$ cat config.mk
export PLATFORM = sky130hd
export DESIGN_NAME = pulse_to_press_flat
export DESIGN_NICKNAME = d
export VERILOG_FILES = /design/src/rtl/pulse_to_press_if.sv /design/src/rtl/pulse_to_press.sv /design/src/flat_wrapper.sv
export SDC_FILE = /design/constraint.sdc
export NUM_CORES = 1
export LEC_CHECK = 0
export ABC_AREA = 0
export CAP_MARGIN = 10
export CORE_AREA = 2 2 39 41
export CTS_CLUSTER_SIZE = 24
export DETAILED_ROUTE_END_ITERATION = 10
export DIE_AREA = 0 0 41 43
export PLACE_DENSITY_LB_ADDON = 0.05
export SLEW_MARGIN = 5
export SYNTH_ARGS = -nofsm -noshare
export SYNTH_HDL_FRONTEND = slang
export SYNTH_SLANG_ARGS = --single-unit
export TNS_END_PERCENT = 20
$ cat constraint.sdc
create_clock -name clk -period 3.3 [get_ports clk]
set_clock_uncertainty 0.05 [all_clocks]
set_input_delay 0.495 -clock clk [delete_from_list [all_inputs] [get_ports clk]]
set_output_delay 0.495 -clock clk [all_outputs]
set_load 0.1 [all_outputs]
$ cat src/rtl/pulse_to_press_if.sv
// Press-generator bus: request pulse in, press waveform and status out.
interface pulse_to_press_if #(
  parameter int MAX_PENDING = 7
) ();
  localparam int PW = $clog2(MAX_PENDING + 1);

  logic          pulse_i;
  logic          btn_o;
  logic          busy_o;
  logic [PW-1:0] pending_o;
  logic          overflow_o;

  // Requester side: issues pulses, observes the press waveform.
  modport master (
    output pulse_i,
    input  btn_o,
    input  busy_o,
    input  pending_o,
    input  overflow_o
  );

  // Generator side.
  modport slave (
    input  pulse_i,
    output btn_o,
    output busy_o,
    output pending_o,
    output overflow_o
  );
endinterface

$ cat src/rtl/pulse_to_press.sv
// Turns single-cycle request pulses into fixed-width button presses with a
// guaranteed low gap; requests arriving mid-press are queued as a count.
//
// state   | meaning
// IDLE    | no press in progress, btn low
// PRESS   | btn held high, cnt counts down the high time
// RELEASE | btn held low, cnt counts down the mandatory gap
module pulse_to_press #(
  parameter int HIGH_CYCLES = 3,
  parameter int LOW_CYCLES  = 2,
  parameter int MAX_PENDING = 7
) (
  input  logic               clk,
  input  logic               rst,
  pulse_to_press_if.slave    bus
);

  localparam int PW    = $clog2(MAX_PENDING + 1);
  localparam int MAXHL = (HIGH_CYCLES > LOW_CYCLES) ? HIGH_CYCLES : LOW_CYCLES;
  localparam int CW    = $clog2(MAXHL + 1);

  localparam logic [CW-1:0] HIGH_LOAD = CW'(HIGH_CYCLES - 1);
  localparam logic [CW-1:0] LOW_LOAD  = CW'(LOW_CYCLES - 1);
  localparam logic [PW-1:0] PEND_MAX  = PW'(MAX_PENDING);

  typedef enum logic [1:0] {
    IDLE    = 2'd0,
    PRESS   = 2'd1,
    RELEASE = 2'd2
  } state_t;

  state_t        state_q, state_d;
  logic [CW-1:0] cnt_q, cnt_d;
  logic          btn_q, btn_d;
  logic          busy_q, busy_d;
  logic [PW-1:0] pend_q, pend_d;
  logic          ovf_q, ovf_d;
  logic          start;
  logic          accept;

  // Next-state, counter and press-start decision.
  always_comb begin
    state_d = state_q;
    cnt_d   = cnt_q;
    btn_d   = btn_q;
    start   = 1'b0;
    case (state_q)
      IDLE: begin
        btn_d = 1'b0;
        if (pend_q != '0) begin
          start   = 1'b1;
          state_d = PRESS;
          btn_d   = 1'b1;
          cnt_d   = HIGH_LOAD;
        end
      end
      PRESS: begin
        btn_d = 1'b1;
        if (cnt_q == '0) begin
          state_d = RELEASE;
          btn_d   = 1'b0;
          cnt_d   = LOW_LOAD;
        end else begin
          cnt_d = cnt_q - 1'b1;
        end
      end
      RELEASE: begin
        btn_d = 1'b0;
        if (cnt_q == '0) begin
          if (pend_q != '0) begin
            start   = 1'b1;
            state_d = PRESS;
            btn_d   = 1'b1;
            cnt_d   = HIGH_LOAD;
          end else begin
            state_d = IDLE;
          end
        end else begin
          cnt_d = cnt_q - 1'b1;
        end
      end
      default: begin
        state_d = IDLE;
        btn_d   = 1'b0;
        cnt_d   = '0;
      end
    endcase
    busy_d = (state_d != IDLE);
  end

  // Request queue: a slot freed by a press start on the same edge makes room
  // for an incoming pulse even when the count is at its ceiling.
  always_comb begin
    accept = bus.pulse_i && ((pend_q < PEND_MAX) || start);
    pend_d = pend_q + PW'(accept) - PW'(start);
    ovf_d  = ovf_q | (bus.pulse_i & ~accept);
  end

  // All state and outputs registered; reset clears everything immediately.
  always_ff @(posedge clk or posedge rst) begin
    if (rst) begin
      state_q <= IDLE;
      cnt_q   <= '0;
      btn_q   <= 1'b0;
      busy_q  <= 1'b0;
      pend_q  <= '0;
      ovf_q   <= 1'b0;
    end else begin
      state_q <= state_d;
      cnt_q   <= cnt_d;
      btn_q   <= btn_d;
      busy_q  <= busy_d;
      pend_q  <= pend_d;
      ovf_q   <= ovf_d;
    end
  end

  assign bus.btn_o      = btn_q;
  assign bus.busy_o     = busy_q;
  assign bus.pending_o  = pend_q;
  assign bus.overflow_o = ovf_q;

endmodule

$ cat src/flat_wrapper.sv
// flat-port wrapper written by rule: the top's interface ports become plain ports
module pulse_to_press_flat 
#(
  parameter int HIGH_CYCLES = 3,
  parameter int LOW_CYCLES  = 2,
  parameter int MAX_PENDING = 7
)
  (clk, rst, bus_pulse_i, bus_btn_o, bus_busy_o, bus_pending_o, bus_overflow_o);
  pulse_to_press_if #(.MAX_PENDING(MAX_PENDING)) bus_i ();
  input  logic clk;
  input  logic rst;
  input wire logic [$bits(bus_i.pulse_i)-1:0] bus_pulse_i;
  output wire logic [$bits(bus_i.btn_o)-1:0] bus_btn_o;
  output wire logic [$bits(bus_i.busy_o)-1:0] bus_busy_o;
  output wire logic [$bits(bus_i.pending_o)-1:0] bus_pending_o;
  output wire logic [$bits(bus_i.overflow_o)-1:0] bus_overflow_o;
  assign bus_i.pulse_i = bus_pulse_i;
  assign bus_btn_o = bus_i.btn_o;
  assign bus_busy_o = bus_i.busy_o;
  assign bus_pending_o = bus_i.pending_o;
  assign bus_overflow_o = bus_i.overflow_o;
  pulse_to_press #(.HIGH_CYCLES(HIGH_CYCLES), .LOW_CYCLES(LOW_CYCLES), .MAX_PENDING(MAX_PENDING)) u_core (.clk(clk), .rst(rst), .bus(bus_i));
endmodule
### Yosys cells after proc, flatten, opt, wreduce, memory -nomap -nowiden

Cells that the tools add are included.
Widths: inputs -> output; s select.

| storage, ports and cells | value |
|---|---|
| flip-flop bits (word level) | 10 |
| output and inout bits | 6 |
| word-level logic and storage cells | 35 |

| cells by class | value |
|---|---|
| add/subtract/negate cells | 3 |
| $lt $le $gt $ge | 1 |
| eq/ne operators | 2 |
| multiplexer cells | 14 |
| bitwise logic cells | 3 |
| reductions and logical operators | 6 |

Operators with widths:

| cell | number |
|---|---|
| $mux 2 | 6 |
| $pmux 2 s3 | 2 |
| $logic_not 2->1 | 2 |
| $mux 1 | 4 |
| $add 3x1->3 | 1 |
| $lt 3x3->1 const B | 1 |
| $pmux 1 s3 | 1 |
| $reduce_bool 3->1 | 1 |
| $sub 3x1->3 | 1 |
| $eq 2x1->1 const B | 1 |
| $eq 2x2->1 const B | 1 |
| $pmux 1 s2 | 1 |
| $reduce_bool 2->1 | 1 |
| $sub 2x1->2 const B | 1 |
| $and 1x1->1 | 1 |
| $logic_and 1x1->1 | 1 |
| $logic_or 1x1->1 | 1 |
| $not 1->1 | 1 |
| $or 1x1->1 | 1 |

### Logic depth before layout (Yosys ltp)

Gate-level depths: netlist (run 1).

| logic depth | value |
|---|---|
| word-level depth | 9 |
| depth in mapped cells | 7 |
| depth with buffers taken out | 7 |

### Worst setup path before layout (run 1)

Ideal clock, no wire load.

| timing | value |
|---|---|
| kind | reg-to-reg |
| from | register u_core.pend_q[1], in the netlist u_core.bus.pending_o[1] |
| to | register u_core.pend_q[1], in the netlist u_core.bus.pending_o[1] |
| arrival time | 2.187 ns |
| required time | 3.115 ns |
| setup slack | 0.927 ns |
| stages on the path, launching flop included | 7 |
| cell sequence | dfrtp_1 nor3_1 nor3_1 ha_1 inv_1 ha_1 fa_1 |

| between the ends | value |
|---|---|
| word-level cells in the longest chain between the ends | 8 |
| elaborated cells between the ends (all ways) | 9 |

Ends and longest elaborated chain:

| what | RTL line | RTL |
|---|---|---|
| start: declaration | pulse_to_press.sv:36 | `logic [PW-1:0] pend_q, pend_d;` |
| start signal: assignment | pulse_to_press.sv:113 | `pend_q <= pend_d;` |
| $reduce_bool 3->1 | pulse_to_press.sv:50, pulse_to_press.sv:70 |  |
| $mux 1 | pulse_to_press.sv:50, pulse_to_press.sv:70 |  |
| $mux 1 | pulse_to_press.sv:69 | `if (cnt_q == '0) begin` |
| $pmux 1 s2 | pulse_to_press.sv:47 | `case (state_q)` |
| $logic_or 1x1->1 | pulse_to_press.sv:94 | `accept = bus.pulse_i && ((pend_q < PEND_MAX) \|\| start);` |
| $logic_and 1x1->1 | pulse_to_press.sv:94 |  |
| $add 3x1->3 | pulse_to_press.sv:95 | `pend_d = pend_q + PW'(accept) - PW'(start);` |
| $sub 3x1->3 (*) | pulse_to_press.sv:95 |  |
| via u_core.pend_d[1] | pulse_to_press.sv:36 |  |

Mark *: on every way through the listed nets, which the timed path passes. The rest lies on a longest branch.

### Final worst setup path (run 1)

| timing | value |
|---|---|
| from | register u_core.pend_q[2], in the netlist u_core.bus.pending_o[2] |
| to | output port bus_pending_o[2] |

RTL lines:

| what | RTL line | RTL |
|---|---|---|
| end: declaration | flat_wrapper.sv:15 | `output wire logic [$bits(bus_i.pending_o)-1:0] bus_pending_o;` |

No word-level cell between the ends.

==> flow_metrics.tcl, run 1 <==
set metrics [dict create \
    ys_warn_count 0 \
    clock-sinks 10 \
    ys_ff_latch 10 \
    drt_wl_total_um 832 \
    cp_slowest_cell "clkdlybuf4s50_1" \
    fp-row-count 14 \
    path_buf_inv 1 \
    drc_errors 0 \
    final.setup.tns_ns 0 \
    syn_nets 52 \
    regToRegSetupSlack_ns 1.25 \
    avgViaCountPerCell 5.04 \
    worstMarginPinSlew_ns 0.966 \
    cp_data_arrival_time_ns 1.80 \
    ios 9 \
    required_ns 2.75 \
    syn_inst 45 \
    antenna_found_initial 0 \
    postCtsHoldBufs 0 \
    drtIter0Drc 1 \
    worstHoldStart "u_core.bus.overflow_o" \
    dp_hpwl_um 656 \
    cts_tree "built" \
    h-tree-depth 1 \
    initial_core_util_pct 35.9 \
    cap_violations 0 \
    hold_depth 1 \
    start_kind "register" \
    hold_viol 0 \
    fin_nets 64 \
    critPathMaxFanout 4 \
    clk_transition_reported_paths_ns 0.06 \
    cpLargestDelayFamily "buffers and inverters" \
    rr_endpoint "u_core.bus.pending_o[1]" \
    syn_avg_cell_area_sq_um 11.0 \
    critPathCaptureType "primary output" \
    whs_endpoint "u_core.bus.overflow_o" \
    grt_usage_pct 13.0 \
    core-area_sq_um 1380 \
    crit_type "register to primary output" \
    postRouteAntennaNets 0 \
    wl_per_cell_um 11.7 \
    fp.dieH_um 43 \
    worstSkewPairLatency_ns 0.25 \
    first_global_vias 366 \
    drt_pass1_iterations 3 \
    slew_headroom_pct 35.4 \
    place.gp.congestion 0.641 \
    diodes 0 \
    worstReg2RegStart "u_core.cnt_q[0]" \
    slew_violations 0 \
    crit_chain "clkdlybuf4s50_1" \
    numCtsBuffers 3 \
    area_delta_synth_final_pct 22.2 \
    slowest_delay_ns 1.15 \
    num_vias 358 \
    status "finished clean" \
    grt_pass1_wl_mm 1.50 \
    overflow 0 \
    clock-root-buffer "clkbuf_4" \
    post_cts_buffers 0 \
    ys_seq_area_share_pct 50.4 \
    die_w_um 41 \
    die_area_sq_um 1760 \
    cts_resized 0 \
    grt_max_degree 11 \
    synth_cell_type_count 22 \
    min_period_over_period_pct 71.0 \
    setup_viol 0 \
    syn_area_sq_um 497 \
    hp-class "register to register" \
    cts.path.max_buffers 2 \
    rsz0062_at_grt "false" \
    drive_gt1_share_pct 14.5 \
    period_minus_slack_ns 2.34 \
    worstRegToRegCells 6 \
    numPortBuffers 8 \
    fmax_mhz 427 \
]
-- cells in the mapped netlist --
cell	number	area (sq um)
and2_1	1	6.26
o21a_1	1	7.51
dfrtp_1	10	250
or3_4	1	11.3
fa_1	1	20.0
inv_1	6	22.5
mux2_2	2	22.5
ha_1	3	37.5
o21ai_0	1	5.00
xnor2_1	1	8.76
or2b_1	1	7.51
nor3_1	4	20.0
nor2b_1	1	6.26
nor2_1	3	11.3
a21o_1	1	7.51
o22ai_1	1	6.26
buf_4	1	7.51
nand2_1	1	3.75
o211ai_1	1	7.51
o21bai_1	1	7.51
a21oi_1	1	5.00
a211oi_1	2	15.0
-- state kept, by name, indices dropped and copies added, names as in the netlist --
register / count
u_core.cnt_q: 2
u_core.bus.btn_o: 1
u_core.state_q: 2
u_core.bus.overflow_o: 1
u_core.bus.busy_o: 1
u_core.bus.pending_o: 3
-- area by class of cell --
type	instances	area (sq um)
Multi-Input combinational cell	28	216
Clock buffer	3	22.5
Fill cell	146	777
Sequential cell	10	250
Tap cell	16	20.0
Timing Repair Buffer	8	75.1
Inverter	6	22.5
-- worst max-delay path by stage --
stage / start / endpoint / cells past startpoint
floorplan: u_core.bus.pending_o[1] / u_core.bus.pending_o[1] / 6
global placement: u_core.bus.pending_o[2] / bus_pending_o[2] / 1
detailed placement: u_core.bus.pending_o[2] / bus_pending_o[2] / 1
CTS: u_core.bus.pending_o[2] / bus_pending_o[2] / 1
global route: u_core.bus.pending_o[2] / bus_pending_o[2] / 1
finish: u_core.bus.pending_o[2] / bus_pending_o[2] / 1
-- worst register-to-register path, stage by stage (launching register included) --
cell and delay (ns):
dfrtp_1 0.43, o21a_1 0.27, nor3_1 0.26, ha_1 0.29
inv_1 0.06, ha_1 0.15, fa_1 0.41
-- metrics by stage --
step / instances / worst slack (ns) / util [%] / cell area, sq um / hold WS (ns)
floorplan: 45 / 0.927 / - / 497 / 0.285
global placement: 68 / 1.25 / 42.2 / 584 / 0.410
detailed placement: 68 / 1.22 / 42.2 / 584 / 0.411
CTS: 71 / 0.938 / 43.9 / 607 / 0.429
global route: 71 / 0.897 / 43.9 / 607 / 0.441
finish: 71 / 0.956 / 43.9 / 607 / 0.422
-- cells in the final DEF (no fill, tap or decap), types with 2 or more instances in the layout --
cell / n
inv_1: 6
clkbuf_4: 3
ha_1: 3
dfrtp_1: 10
mux2_2: 2
nor3_1: 4
a211oi_1: 2
buf_4: 2
nor2_1: 3
clkdlybuf4s50_1: 6
-- cell families after synthesis --
kind of cell               count (synthesis)  share of synthesized area, %
and+or+nand+nor                           12                          13.4
muxes                                      2                          4.53
DFF                                       10                          50.4
AOI/OAI and AO/OA                          9                          12.3
adders and majority gates                  4                          11.6
xor gates and xnor gates                   1                          1.76
buffers and inverters                      7                          6.05
-- routing by layer --
| layer | up-vias | share of wire (%) | track usage (%) |
|---|---|---|---|
| met5 | - | 0 | 0 |
| met2 | 7 | 55 | 20.3 |
| li1 | 173 | - | - |
| met4 | 0 | 1.1 | 8.00 |
| met1 | 176 | 41 | 14.0 |
| met3 | 2 | 3.7 | 4.71 |
Power of run 1 is not shown: default switching activity piles up to over one toggle a cycle in this logic, so the estimate is an artifact.
==> inputs of run 2 (changes only) <==
==> constraint.sdc (replaced) <==
create_clock -name clk -period 2.4 [get_ports clk]
set_clock_uncertainty 0.05 [all_clocks]
set_input_delay 0.36 -clock clk [delete_from_list [all_inputs] [get_ports clk]]
set_output_delay 0.36 -clock clk [all_outputs]
set_load 0.1 [all_outputs]
==> flow_metrics.tcl, run 2 (same netlist as run 1, synthesis figures left out) <==
set metrics [dict create \
    drt_pass1_iterations 1 \
    grt_pass1_wl_mm 1.51 \
    avgViaCountPerCell 4.82 \
    gr-usage-met2_pct 18.4 \
    grt_usage_pct 13.0 \
    h-tree-depth 1 \
    crit_chain "o21a_1, nor3_1, ha_1, inv_1, ha_1, fa_1" \
    use_met3_pct 3.14 \
    cts_tree "built" \
    fp.dieH_um 43 \
    wl_per_cell_um 11.1 \
    cap_violations 0 \
    hp-class "input port to async pin" \
    clock-root-buffer "clkbuf_4" \
    register_area_sq_um 250 \
    first_global_vias 378 \
    die_w_um 41 \
    fin_nets 64 \
    fmax_mhz 492 \
    numPortBuffers 8 \
    critPathMaxFanout 7 \
    worst_slack_ns 0.368 \
    drc_errors 0 \
    final_cell_mix "10 x dfrtp_1, 6 x inv_1, 6 x buf_4" \
    clk_transition_reported_paths_ns 0.07 \
    dpl_cell_area_sq_um 574 \
    post_cts_buffers 0 \
    required_ns 2.49 \
    die_area_sq_um 1760 \
    slew_violations 0 \
    hold_viol 0 \
    dp_slack_ns 0.387 \
    dp_hpwl_um 615 \
    crit_type "register to register" \
    start_kind "register" \
    numCtsBuffers 3 \
    multi_input_comb_area_sq_um 216 \
    initial_core_util_pct 35.9 \
    cp_slowest_cell "dfrtp_1" \
    postRouteAntennaNets 0 \
    slew_headroom_pct 75.2 \
    final_common_cell "dfrtp_1" \
    status "finished clean" \
    grt_max_degree 11 \
    ios 9 \
    cts_resized 0 \
    busiest_layer "met2" \
    final.setup.tns_ns 0 \
    drive_gt1_share_pct 23.2 \
    design_area_sq_um 611 \
    drtIter0Drc 0 \
    worstMarginPinSlew_ns 0.372 \
    fillers 132 \
    antenna_found_initial 0 \
    setup_viol 0 \
    rsz0062_at_grt "false" \
    cts.path.max_buffers 2 \
    cp_data_arrival_time_ns 2.12 \
    clock-sinks 10 \
    min_period_over_period_pct 84.6 \
    num_vias 347 \
    place.gp.congestion 0.668 \
    fp-row-count 14 \
    overflow 0 \
    period_minus_slack_ns 2.03 \
    critPathCaptureType "register" \
    area_delta_synth_final_pct 22.9 \
    postCtsHoldBufs 0 \
    largest_reg_flops 3 \
    worstSkewPairLatency_ns 0.26 \
    diodes 0 \
    drt_wl_total_um 800 \
    core-area_sq_um 1380 \
    slowest_delay_ns 0.45 \
    cpMostUsedCell "ha_1" \
    grtUsageMet1_pct 15.9 \
]
-- run 2: changes by cell type in the layout (fill, tap and decap cells not counted) --
cell,previous run,this run
clkdlybuf4s50_1,6,2
buf_4,2,6
clkbuf_8,0,1
-- run 2: area by class of cell --
class                   count  area share, %
flip-flops and latches     10           41.0
multi-input cells          28           35.5
repair buffers              8           10.7
clock buffers               4           5.94
inverters                   6           3.69
well taps                  16           3.28
-- run 2: worst max-delay path, delay by kind of cell (launching register included) --
| kind | cells | cell delay [ns] |
|---|---|---|
| AO/OA/AOI/OAI | 1 | 0.26 |
| flip-flops | 1 | 0.45 |
| buffers and inverters | 1 | 0.06 |
| AND/OR/NAND/NOR | 1 | 0.25 |
| adder cells (fa/ha/maj) | 3 | 0.85 |
-- run 2: worst paths after layout --
kind	startpoint	end	slack, ns	cells after the start
setup / recovery	u_core.cnt_q[0]	u_core.bus.pending_o[1]	0.37	6
hold / removal	rst	u_core.bus.btn_o	0.32	2
setup reg to reg	u_core.cnt_q[0]	u_core.bus.pending_o[1]	0.37	6
hold reg to reg	u_core.bus.overflow_o	u_core.bus.overflow_o	0.42	1
max in group asynchronous	rst	u_core.cnt_q[0]	1.71	2
min in group clk	u_core.bus.overflow_o	u_core.bus.overflow_o	0.42	1
-- run 2: metal layers --
| layer | part of all wire (%) | up-vias |
|---|---|---|
| li1 | - | 176 |
| met1 | 43 | 164 |
| met2 | 53 | 5 |
| met3 | 3.5 | 2 |
| met4 | 1.1 | 0 |
| met5 | 0 | - |
-- run 2: through the flow --
stage	std cells	utilization (%)	hold slack [ns]
after floorplan	45	-	0.150
after global placement	68	41.5	0.410
after detailed placement	68	41.5	0.414
after CTS	72	44.1	0.327
after global routing	72	44.1	0.370
final	72	44.1	0.318
Power of run 2 is left out for the same reason.
==> inputs of run 3 (changes only) <==
==> constraint.sdc (replaced) <==
create_clock -name clk -period 1.8 [get_ports clk]
set_clock_uncertainty 0.05 [all_clocks]
set_input_delay 0.27 -clock clk [delete_from_list [all_inputs] [get_ports clk]]
set_output_delay 0.27 -clock clk [all_outputs]
set_load 0.1 [all_outputs]
==> flow_metrics.tcl, run 3 (same netlist as run 1, synthesis figures left out) <==
set metrics [dict create \
    status "finished, violations left" \
    failed_checks "setup timing" \
    grt_max_degree 11 \
    fp-row-count 14 \
    critPathCaptureType "register" \
    avgViaCountPerCell 4.86 \
    dp_hpwl_um 792 \
    fp.dieH_um 43 \
    grt_pass1_wl_mm 1.79 \
    crit_type "register to register" \
    drtIter0Drc 0 \
    core-area_sq_um 1380 \
    clock-sinks 10 \
    postRouteAntennaNets 0 \
    fin_nets 77 \
    required_ns 1.91 \
    clk_transition_reported_paths_ns 0.06 \
    final_cell_mix "13 x buf_4, 7 x dfrtp_1, 6 x buf_12" \
    die_w_um 41 \
    drc_errors 0 \
    drt_pass1_iterations 1 \
    worst_slack_ns -0.0579 \
    area_delta_synth_final_pct 64.7 \
    drt_wl_total_um 986 \
    dpl_cell_area_sq_um 758 \
    final_common_cell "buf_4" \
    hold_viol 0 \
    die_area_sq_um 1760 \
    wl_per_cell_um 11.6 \
    path_buf_inv 1 \
    cp_slowest_cell "dfrtp_4" \
    worstSkewPairLatency_ns 0.27 \
    antenna_found_initial 0 \
    slew_headroom_pct 74.5 \
    place.gp.congestion 0.683 \
    design_area_sq_um 818 \
    initial_core_util_pct 35.9 \
    cts_tree "built" \
    hp-class "input port to async pin" \
    clock-root-buffer "clkbuf_4" \
    cp_data_arrival_time_ns 1.96 \
    worstMarginPinSlew_ns 0.382 \
    slew_violations 0 \
    ios 9 \
    first_global_vias 405 \
    cpLargestDelayFamily "adder cells" \
    cts.path.max_buffers 2 \
    crit_chain "nor3_4, nor3_2, ha_1, inv_2, ha_4, fa_2, xnor2_1" \
    min_period_over_period_pct 103 \
    start_kind "register" \
    critPathMaxFanout 3 \
    dp_slack_ns -0.0701 \
    cap_violations 0 \
    rsz0062_at_grt "true" \
    largest_reg_flops 3 \
    setup_viol 2 \
    numPortBuffers 8 \
    overflow 0 \
    grt_usage_pct 16.3 \
    fmax_mhz 538 \
    h-tree-depth 1 \
    period_minus_slack_ns 1.86 \
    numCtsBuffers 3 \
    diodes 0 \
    num_vias 413 \
    slowest_delay_ns 0.50 \
    drive_gt1_share_pct 49.3 \
]
==> run 3: worst paths after layout <==
kind / from / end / slack (ns) / cells past startpoint
setup reg to reg: u_core.bus.pending_o[2] / u_core.bus.pending_o[2] / -0.06 / 7
min in group clk: u_core.bus.overflow_o / u_core.bus.overflow_o / 0.52 / 1
hold reg to reg: u_core.bus.overflow_o / u_core.bus.overflow_o / 0.52 / 1
max in group asynchronous: rst / u_core.bus.pending_o[1] / 1.18 / 2
hold / removal: rst / u_core.bus.pending_o[0] / 0.22 / 2
setup / recovery: u_core.bus.pending_o[2] / u_core.bus.pending_o[2] / -0.06 / 7
==> run 3: area by class of cell <==
cell class / instances / area [sq um]
Fill cell: 111 / 566
Sequential cell: 10 / 262
Multi-Input combinational cell: 28 / 250
Timing Repair Buffer: 21 / 238
Clock buffer: 4 / 26.3
Inverter: 6 / 22.5
Tap cell: 16 / 20.0
==> run 3: what timing repair did <==
item,CTS,global route
gates cloned,0,0
hold buffers,0,0
endpoints found under the setup margin,2,2
gates resized for setup,1,3
buffers inserted,0,2
pin swaps,1,3
==> run 3: through the flow <==
step,utilization [%],instances,hold WS [ns],TNS [ns]
2_1_floorplan,-,45,0.0602,-0.378
3_3_place_gp,54.8,79,0.474,-0.0928
3_5_place_dp,54.8,79,0.510,-0.140
4_1_cts,57.1,83,0.226,-0.149
5_1_grt,59.1,85,0.252,-0.292
6_report,59.1,85,0.219,-0.110
==> run 3: layer usage <==
layer  track usage [%]  vias up  wire, um
li1                  -      200         -
met1              19.2      200       369
met2              23.4        8       537
met3              5.24        5        42
met4              12.0        0        37
met5                 0        -         0
Power of run 3 is left out for the same reason.
